--- config.mk ---
export PLATFORM = sky130hd
export DESIGN_NAME = conv_sched
export DESIGN_NICKNAME = d
export VERILOG_FILES = /design/src/rtl/conv_pkg.sv /design/src/rtl/ofm_stream_out.sv /design/src/rtl/conv_sched.sv
export SDC_FILE = /design/constraint.sdc
export NUM_CORES = 1
export LEC_CHECK = 0
export BUFFER_PORTS_ARGS = -buffer_cell sky130_fd_sc_hd__clkbuf_2
export CORE_AREA = 3 3 109 111
export DETAILED_ROUTE_END_ITERATION = 10
export DIE_AREA = 0 0 112 114
export PLACE_DENSITY = 0.78
export SLEW_MARGIN = 10
export SYNTH_ARGS = -nofsm -noshare
export SYNTH_HDL_FRONTEND = slang
export SYNTH_SLANG_ARGS = --single-unit
--- constraint.sdc ---
create_clock -name clk -period 3.6 [get_ports clk]
set_input_delay 0.36 -clock clk [delete_from_list [all_inputs] [get_ports clk]]
set_output_delay 0.36 -clock clk [all_outputs]
set_load 0.01 [all_outputs]
--- src/rtl/conv_pkg.sv ---
// Shared types and default geometry for the 3x3 convolution sequencer.
// The frame size and the OFM address width both follow from the image dimensions.
package conv_pkg;

    typedef enum logic [2:0] {
        IDLE    = 3'd0,
        WAIT_W  = 3'd1,
        COMPUTE = 3'd2,
        DRAIN   = 3'd3,
        SEND    = 3'd4,
        DONE    = 3'd5
    } state_t;

    localparam int DEF_IMG_W  = 50;
    localparam int DEF_IMG_H  = 50;
    localparam int DEF_PE_LAT = 3;

    // A 3x3 window with no padding yields (W-2)*(H-2) outputs.
    function automatic int ofm_n(input int img_w, input int img_h);
        return (img_w - 2) * (img_h - 2);
    endfunction

    localparam int OFM_N      = ofm_n(DEF_IMG_W, DEF_IMG_H);
    localparam int DEF_OFM_AW = $clog2(OFM_N);

endpackage

--- src/rtl/ofm_stream_out.sv ---
// Streams OFM words 0..n-1 out of a 1-cycle-latency RAM onto AXI4-Stream.
// A two-entry skid buffer absorbs the RAM latency so backpressure never drops or repeats a word.
module ofm_stream_out #(
    parameter int AW = 12
) (
    input  logic          clk,
    input  logic          rstn,
    input  logic          start,
    input  logic [AW:0]   n,
    output logic [AW-1:0] raddr,
    input  logic [31:0]   q,
    output logic          tvalid,
    output logic [31:0]   tdata,
    output logic          tlast,
    input  logic          tready,
    output logic          last_accepted
);

    localparam logic [AW:0] CNT_ONE = (AW + 1)'(1);

    logic          active;
    logic [AW:0]   rd_cnt;
    logic [AW:0]   beat_cnt;
    logic          pend;
    logic [1:0]    cnt;
    logic          wr_ptr;
    logic          rd_ptr;
    logic [31:0]   skid0;
    logic [31:0]   skid1;
    logic          pop;
    logic          issue;
    logic [2:0]    occ;

    // Handshake: a beat moves when tvalid && tready on the same rising edge; once
    // tvalid is high, tdata/tlast hold and tvalid stays high until that edge.
    assign tvalid        = (cnt != 2'd0);
    assign tdata         = rd_ptr ? skid1 : skid0;
    assign tlast         = tvalid && (beat_cnt == (n - CNT_ONE));
    assign pop           = tvalid && tready;
    assign last_accepted = pop && tlast;
    assign raddr         = rd_cnt[AW-1:0];

    // Slots held after this edge: buffered words plus the read in flight, minus the beat leaving.
    assign occ   = {1'b0, cnt} + {2'b00, pend} - {2'b00, pop};
    assign issue = active && (rd_cnt < n) && (occ < 3'd2);

    always_ff @(posedge clk or negedge rstn) begin
        if (!rstn) begin
            active   <= 1'b0;
            rd_cnt   <= '0;
            beat_cnt <= '0;
            pend     <= 1'b0;
            cnt      <= 2'd0;
            wr_ptr   <= 1'b0;
            rd_ptr   <= 1'b0;
            skid0    <= '0;
            skid1    <= '0;
        end else if (start) begin
            active   <= 1'b1;
            rd_cnt   <= '0;
            beat_cnt <= '0;
            pend     <= 1'b0;
            cnt      <= 2'd0;
            wr_ptr   <= 1'b0;
            rd_ptr   <= 1'b0;
        end else begin
            if (last_accepted) begin
                active <= 1'b0;
            end
            pend <= issue;
            if (issue) begin
                rd_cnt <= rd_cnt + CNT_ONE;
            end
            if (pend) begin
                if (wr_ptr) begin
                    skid1 <= q;
                end else begin
                    skid0 <= q;
                end
                wr_ptr <= ~wr_ptr;
            end
            if (pop) begin
                rd_ptr   <= ~rd_ptr;
                beat_cnt <= beat_cnt + CNT_ONE;
            end
            cnt <= cnt + {1'b0, pend} - {1'b0, pop};
        end
    end

endmodule

--- src/rtl/conv_sched.sv ---
// Frame sequencer for the 3x3 convolution engine: weight wait, window walk,
// PE drain, then the OFM stream-out. Owns window, write and drain counters.
module conv_sched
    import conv_pkg::*;
#(
    parameter int IMG_W  = DEF_IMG_W,
    parameter int IMG_H  = DEF_IMG_H,
    parameter int PE_LAT = DEF_PE_LAT,
    parameter int OFM_AW = DEF_OFM_AW
) (
    input  logic              clk,
    input  logic              rstn,
    input  logic              start,
    input  logic              wdata_valid,
    output logic              busy,
    output logic              done,
    output logic              pe_valid,
    output logic [5:0]        win_row,
    output logic [5:0]        win_col,
    output logic              ofm_we,
    output logic [OFM_AW-1:0] ofm_waddr,
    output logic [OFM_AW-1:0] ofm_raddr,
    input  logic [31:0]       ofm_q,
    output logic              m_axis_tvalid,
    output logic [31:0]       m_axis_tdata,
    output logic [3:0]        m_axis_tstrb,
    output logic              m_axis_tlast,
    input  logic              m_axis_tready,
    output logic [2:0]        dbg_state
);

    localparam int            N        = ofm_n(IMG_W, IMG_H);
    localparam logic [OFM_AW:0] N_W    = (OFM_AW + 1)'(N);
    localparam logic [5:0]    COL_LAST = 6'(IMG_W - 3);
    localparam logic [5:0]    ROW_LAST = 6'(IMG_H - 3);
    localparam int            DW       = (PE_LAT > 1) ? $clog2(PE_LAT) : 1;
    localparam logic [DW-1:0] DRAIN_LAST = DW'(PE_LAT - 1);

    state_t              state_q;
    state_t              state_d;
    logic                w_early;
    logic [DW-1:0]       drain_cnt;
    logic [PE_LAT-1:0]   pe_sr;
    logic                last_win;
    logic                stream_start;
    logic                last_accepted;

    assign last_win = (win_row == ROW_LAST) && (win_col == COL_LAST);

    always_ff @(posedge clk or negedge rstn) begin
        if (!rstn) begin
            state_q <= IDLE;
        end else begin
            state_q <= state_d;
        end
    end

    always_comb begin
        state_d = state_q;
        case (state_q)
            IDLE:    if (start) state_d = WAIT_W;
            WAIT_W:  if (wdata_valid || w_early) state_d = COMPUTE;
            COMPUTE: if (last_win) state_d = DRAIN;
            DRAIN:   if (drain_cnt == DRAIN_LAST) state_d = SEND;
            SEND:    if (last_accepted) state_d = DONE;
            DONE:    state_d = IDLE;
            default: state_d = IDLE;
        endcase
    end

    always_comb begin
        busy         = (state_q != IDLE);
        done         = (state_q == DONE);
        pe_valid     = (state_q == COMPUTE);
        stream_start = (state_q == DRAIN) && (state_d == SEND);
        m_axis_tstrb = 4'b1111;
        dbg_state    = state_q;
    end

    // A weight load landing together with start is remembered for the WAIT_W cycle.
    always_ff @(posedge clk or negedge rstn) begin
        if (!rstn) begin
            w_early   <= 1'b0;
            drain_cnt <= '0;
        end else begin
            w_early   <= (state_q == IDLE) && start && wdata_valid;
            drain_cnt <= (state_q == DRAIN) ? drain_cnt + DW'(1) : '0;
        end
    end

    always_ff @(posedge clk or negedge rstn) begin
        if (!rstn) begin
            win_row <= 6'd0;
            win_col <= 6'd0;
        end else if (state_q == COMPUTE) begin
            if (win_col == COL_LAST) begin
                win_col <= 6'd0;
                win_row <= (win_row == ROW_LAST) ? 6'd0 : win_row + 6'd1;
            end else begin
                win_col <= win_col + 6'd1;
            end
        end else begin
            win_row <= 6'd0;
            win_col <= 6'd0;
        end
    end

    // pe_valid delayed by the PE pipeline depth marks when a result is ready to store.
    always_ff @(posedge clk or negedge rstn) begin
        if (!rstn) begin
            pe_sr     <= '0;
            ofm_waddr <= '0;
        end else begin
            pe_sr[0] <= pe_valid;
            for (int i = 1; i < PE_LAT; i++) begin
                pe_sr[i] <= pe_sr[i-1];
            end
            if (state_q == WAIT_W) begin
                ofm_waddr <= '0;
            end else if (ofm_we) begin
                ofm_waddr <= ofm_waddr + OFM_AW'(1);
            end
        end
    end

    assign ofm_we = pe_sr[PE_LAT-1];

    ofm_stream_out #(
        .AW (OFM_AW)
    ) u_stream (
        .clk           (clk),
        .rstn          (rstn),
        .start         (stream_start),
        .n             (N_W),
        .raddr         (ofm_raddr),
        .q             (ofm_q),
        .tvalid        (m_axis_tvalid),
        .tdata         (m_axis_tdata),
        .tlast         (m_axis_tlast),
        .tready        (m_axis_tready),
        .last_accepted (last_accepted)
    );

endmodule

==> results by group <==
STA
  • Max Clock Freq: 303.3 MHz
  • Slew headroom: 41.42%
  • Setup WS post-layout: 0.3034 ns
  • Clk_skew: 0.006215 ns
  • Pins Over Slew Limit: 0
  • Tmin final: 3.297 ns
  • Worst-margin pin slew: 0.8787 ns
  • Final setup viols: 0
  • Post-route setup TNS: 0 ns
  • Count of final hold-check violations: 0
  • Unrepaired setup endpoints after global routing: no
  • Tcrit/Tclk final: 91.57%

Global routing
  • Largest net degree at the start of global routing: 70
  • Initial antenna violation count: 0
  • Overflow after GRT: 0
  • All-Layer GR Usage: 20.53%
  • First-pass GRT wire length: 21,040 microns
  • Vias in the first global route: 4,367

Route
  • DRT Pass-1 Iters: 4
  • Drc violations: 0
  • Uppermost layer routed: met4
  • Final wirelength: 12,400 microns
  • Vias: 4,125
  • DRT iter0 DRCs: 207
  • Met3 WL: 471 microns
  • Met1 Wirelength: 5365 microns
  • Vias per cell: 5.428
  • DR WL/cell: 16.31 microns
  • Routed wl met2: 6335 microns
  • Antenna-violating nets left: 0

Die
  • Die W: 112 microns
  • Initial core utilization: 55.21%
  • Core region area: 10,890 sq um
  • Die Y-Extent: 114 microns
  • # IOs: 118
  • Die area: 12,770 sq um
  • # rows: 38

Worst setup path
  • CP Data Arrival Time: 3.73 ns
  • Crit path max fanout: 11
  • CP Class: reg -> reg
  • Critical Path End Type: register
  • Internal reg-to-reg setup slack: 0.30 ns
  • Crit path required time: 4.03 ns
  • CP Launch Type: register

Place
  • Worst slack, placed: 0.1992 ns
  • Gpl congestion: 0.8441
  • DP HPWL: 8261 microns
  • Post-placement cell count: 728
  • Port bufs: 113

Logic synthesis
  • Synth area leaders: dfrtp_1 (54%), mux2_2 (17%), nor2_1 (2.9%)
  • Top FF cell, synth: dfrtp_1
  • Yosys Warn Count: 0
  • Mapped Cells: 501
  • Leading area contributor after synthesis: dfrtp_1
  • Post-synthesis register bit count: 129
  • Most common cell in the synthesized netlist: dfrtp_1
  • Synth top area share: 53.71%
  • Yosys cell types: 57
  • Top cells by count, synth: dfrtp_1 (129), mux2_2 (93), nor2_1 (47), nand2_1 (25), xor2_1 (17)
  • Post-Synthesis Cell Area: 6011 sq um
  • Ys async rst share: 100.0%
  • Post-synth EDFFs: 0
  • Register area share after synthesis: 53.71%
  • Syn Area/Cell: 12.00 sq um

Clocking
  • CTS Root Cell: clkbuf_8
  • H-Tree Depth: 4
  • Reg clk slew, reported paths: 0.06 ns
  • CTS sink cnt: 129
  • Clk Latency, worst-skew pair: 0.51 ns
  • Cts bufs inserted: 17
  • Postcts setup bufs: 0
  • CTS tree: yes
  • Clock buffer depth: 2

Status
  • Status: complete, no violations

Finish
  • Inserted Diodes: 0
  • Final #Nets: 654
  • Layout cell share with drive strength beyond 1: 40.97%
  • FILL cells: 841
  • Final Util: 67.18%
  • Cell Count, Final, Fillers Out: 760
  • Layout area overhead: 21.69%

Power
  • Static leakage: 0.003457 uW
  • Power per cell area: 863.8 nW/um^2
  • Peak VDD IR: 0.4192 mV

Hold path
  • Hold Path Class: in -> reg

Flow run
  • Max_cap viols: 0
==> layout by cell type (no fill, tap or decap), types with 2 or more instances in the layout <==
cell type and instances:
conb_1 4, or4_1 5, nor4_1 4, nor3_1 7, buf_4 7, clkbuf_2 112
mux2_1 3, clkinv_4 4, or3_1 4, xor2_1 17, a2bb2oi_1 2, a21o_1 2
nor2_1 47, nand3_1 16, ha_1 8, clkinv_2 2, and3_1 6, dfrtp_1 129
a21oi_1 13, nand2_1 25, o31ai_1 3, and4_1 4, mux2_2 93, clkbuf_16 16
inv_1 10, mux2i_1 3, nand2b_1 2, and2_1 3, o21ai_0 4, xnor2_1 15
nand4_1 10, bufinv_16 7, nor2b_1 2, nor3b_1 3
==> timing repair <==
action | in CTS | in global routing
gates resized for setup | 0 | 1
setup endpoints to repair | 0 | 3
hold endpoints to repair | 48 | 0
hold buffers | 1 | 0
==> through the flow <==
step	hold WS [ns]	power [uW]	cell area, sq um
floorplan	0.06441	3704	6022
global placement	0.3324	4260	6624
detailed placement	0.3371	4386	6624
CTS	0.03560	6381	7311
global route	0.06232	6709	7315
finish	0.06707	6318	7315
==> registers in the layout (all words and copies together), names as in the netlist <==
register           count
u_stream.skid0        32
u_stream.skid1        32
u_stream.beat_cnt     13
u_stream.rd_cnt       13
ofm_waddr             12
win_col                6
win_row                6
dbg_state              3
pe_sr                  3
drain_cnt              2
u_stream.cnt           2
u_stream.active        1
u_stream.pend          1
u_stream.rd_ptr        1
u_stream.wr_ptr        1
w_early                1
==> layout make-up <==
class | count | area (sq um) | area share [%]
clock inverters | 14 | 262.8 | 3.592
repair buffers | 121 | 643.1 | 8.792
multi-input cells | 328 | 2550 | 34.86
inverters | 11 | 41.29 | 0.5645
flip-flops and latches | 129 | 3228 | 44.13
clock buffers | 17 | 414.1 | 5.662
well taps | 140 | 175.2 | 2.395
==> report_power, final <==
part,switching (uW),internal (uW),leakage (uW)
clock network,619,1330,0.000328
registers,366,1980,0.00162
logic,982,1040,0.00151
total,1970,4350,0.00346
==> metal layers <==
layer | vias up | GRT usage (%)
li1 | 1958 | -
met1 | 2063 | 25.38
met2 | 86 | 35.09
met3 | 18 | 5.252
met4 | 0 | 7.532
met5 | - | 0
==> kinds of logic after synthesis <==
group                      count (synthesis)  synth area share (%)
xor gates and xnor gates                  32                 4.663
AOI/OAI and AO/OA                         36                 4.018
DFF                                      129                 53.71
muxes                                     99                 18.48
buffers and inverters                     47                 4.226
and+or+nand+nor                          148                 12.84
adders and majority gates                  9                 1.998
other                                      1               0.06239
==> worst max-delay path: stages (launching register included) <==
cell      delay, ns
dfrtp_1        0.43
o21ai_2        0.30
clkinv_1       0.14
ha_1           0.29
inv_1          0.04
ha_1           0.18
fa_1           0.49
nor3b_2        0.32
nand3_2        0.29
or4_1          0.56
a21oi_1        0.18
==> final timing paths <==
kind / startpoint / depth (start not counted) / endpoint
max: u_stream.cnt[1] / 10 / u_stream.rd_cnt[5]
min: wdata_valid / 3 / w_early
max reg2reg: u_stream.cnt[1] / 10 / u_stream.rd_cnt[5]
min reg2reg: pe_sr[1] / 0 / pe_sr[2]
max in group asynchronous: rstn / 3 / u_stream.skid0[18]
min in group asynchronous: rstn / 2 / win_col[3]
Note: power is estimated with default switching activity, not from simulation.
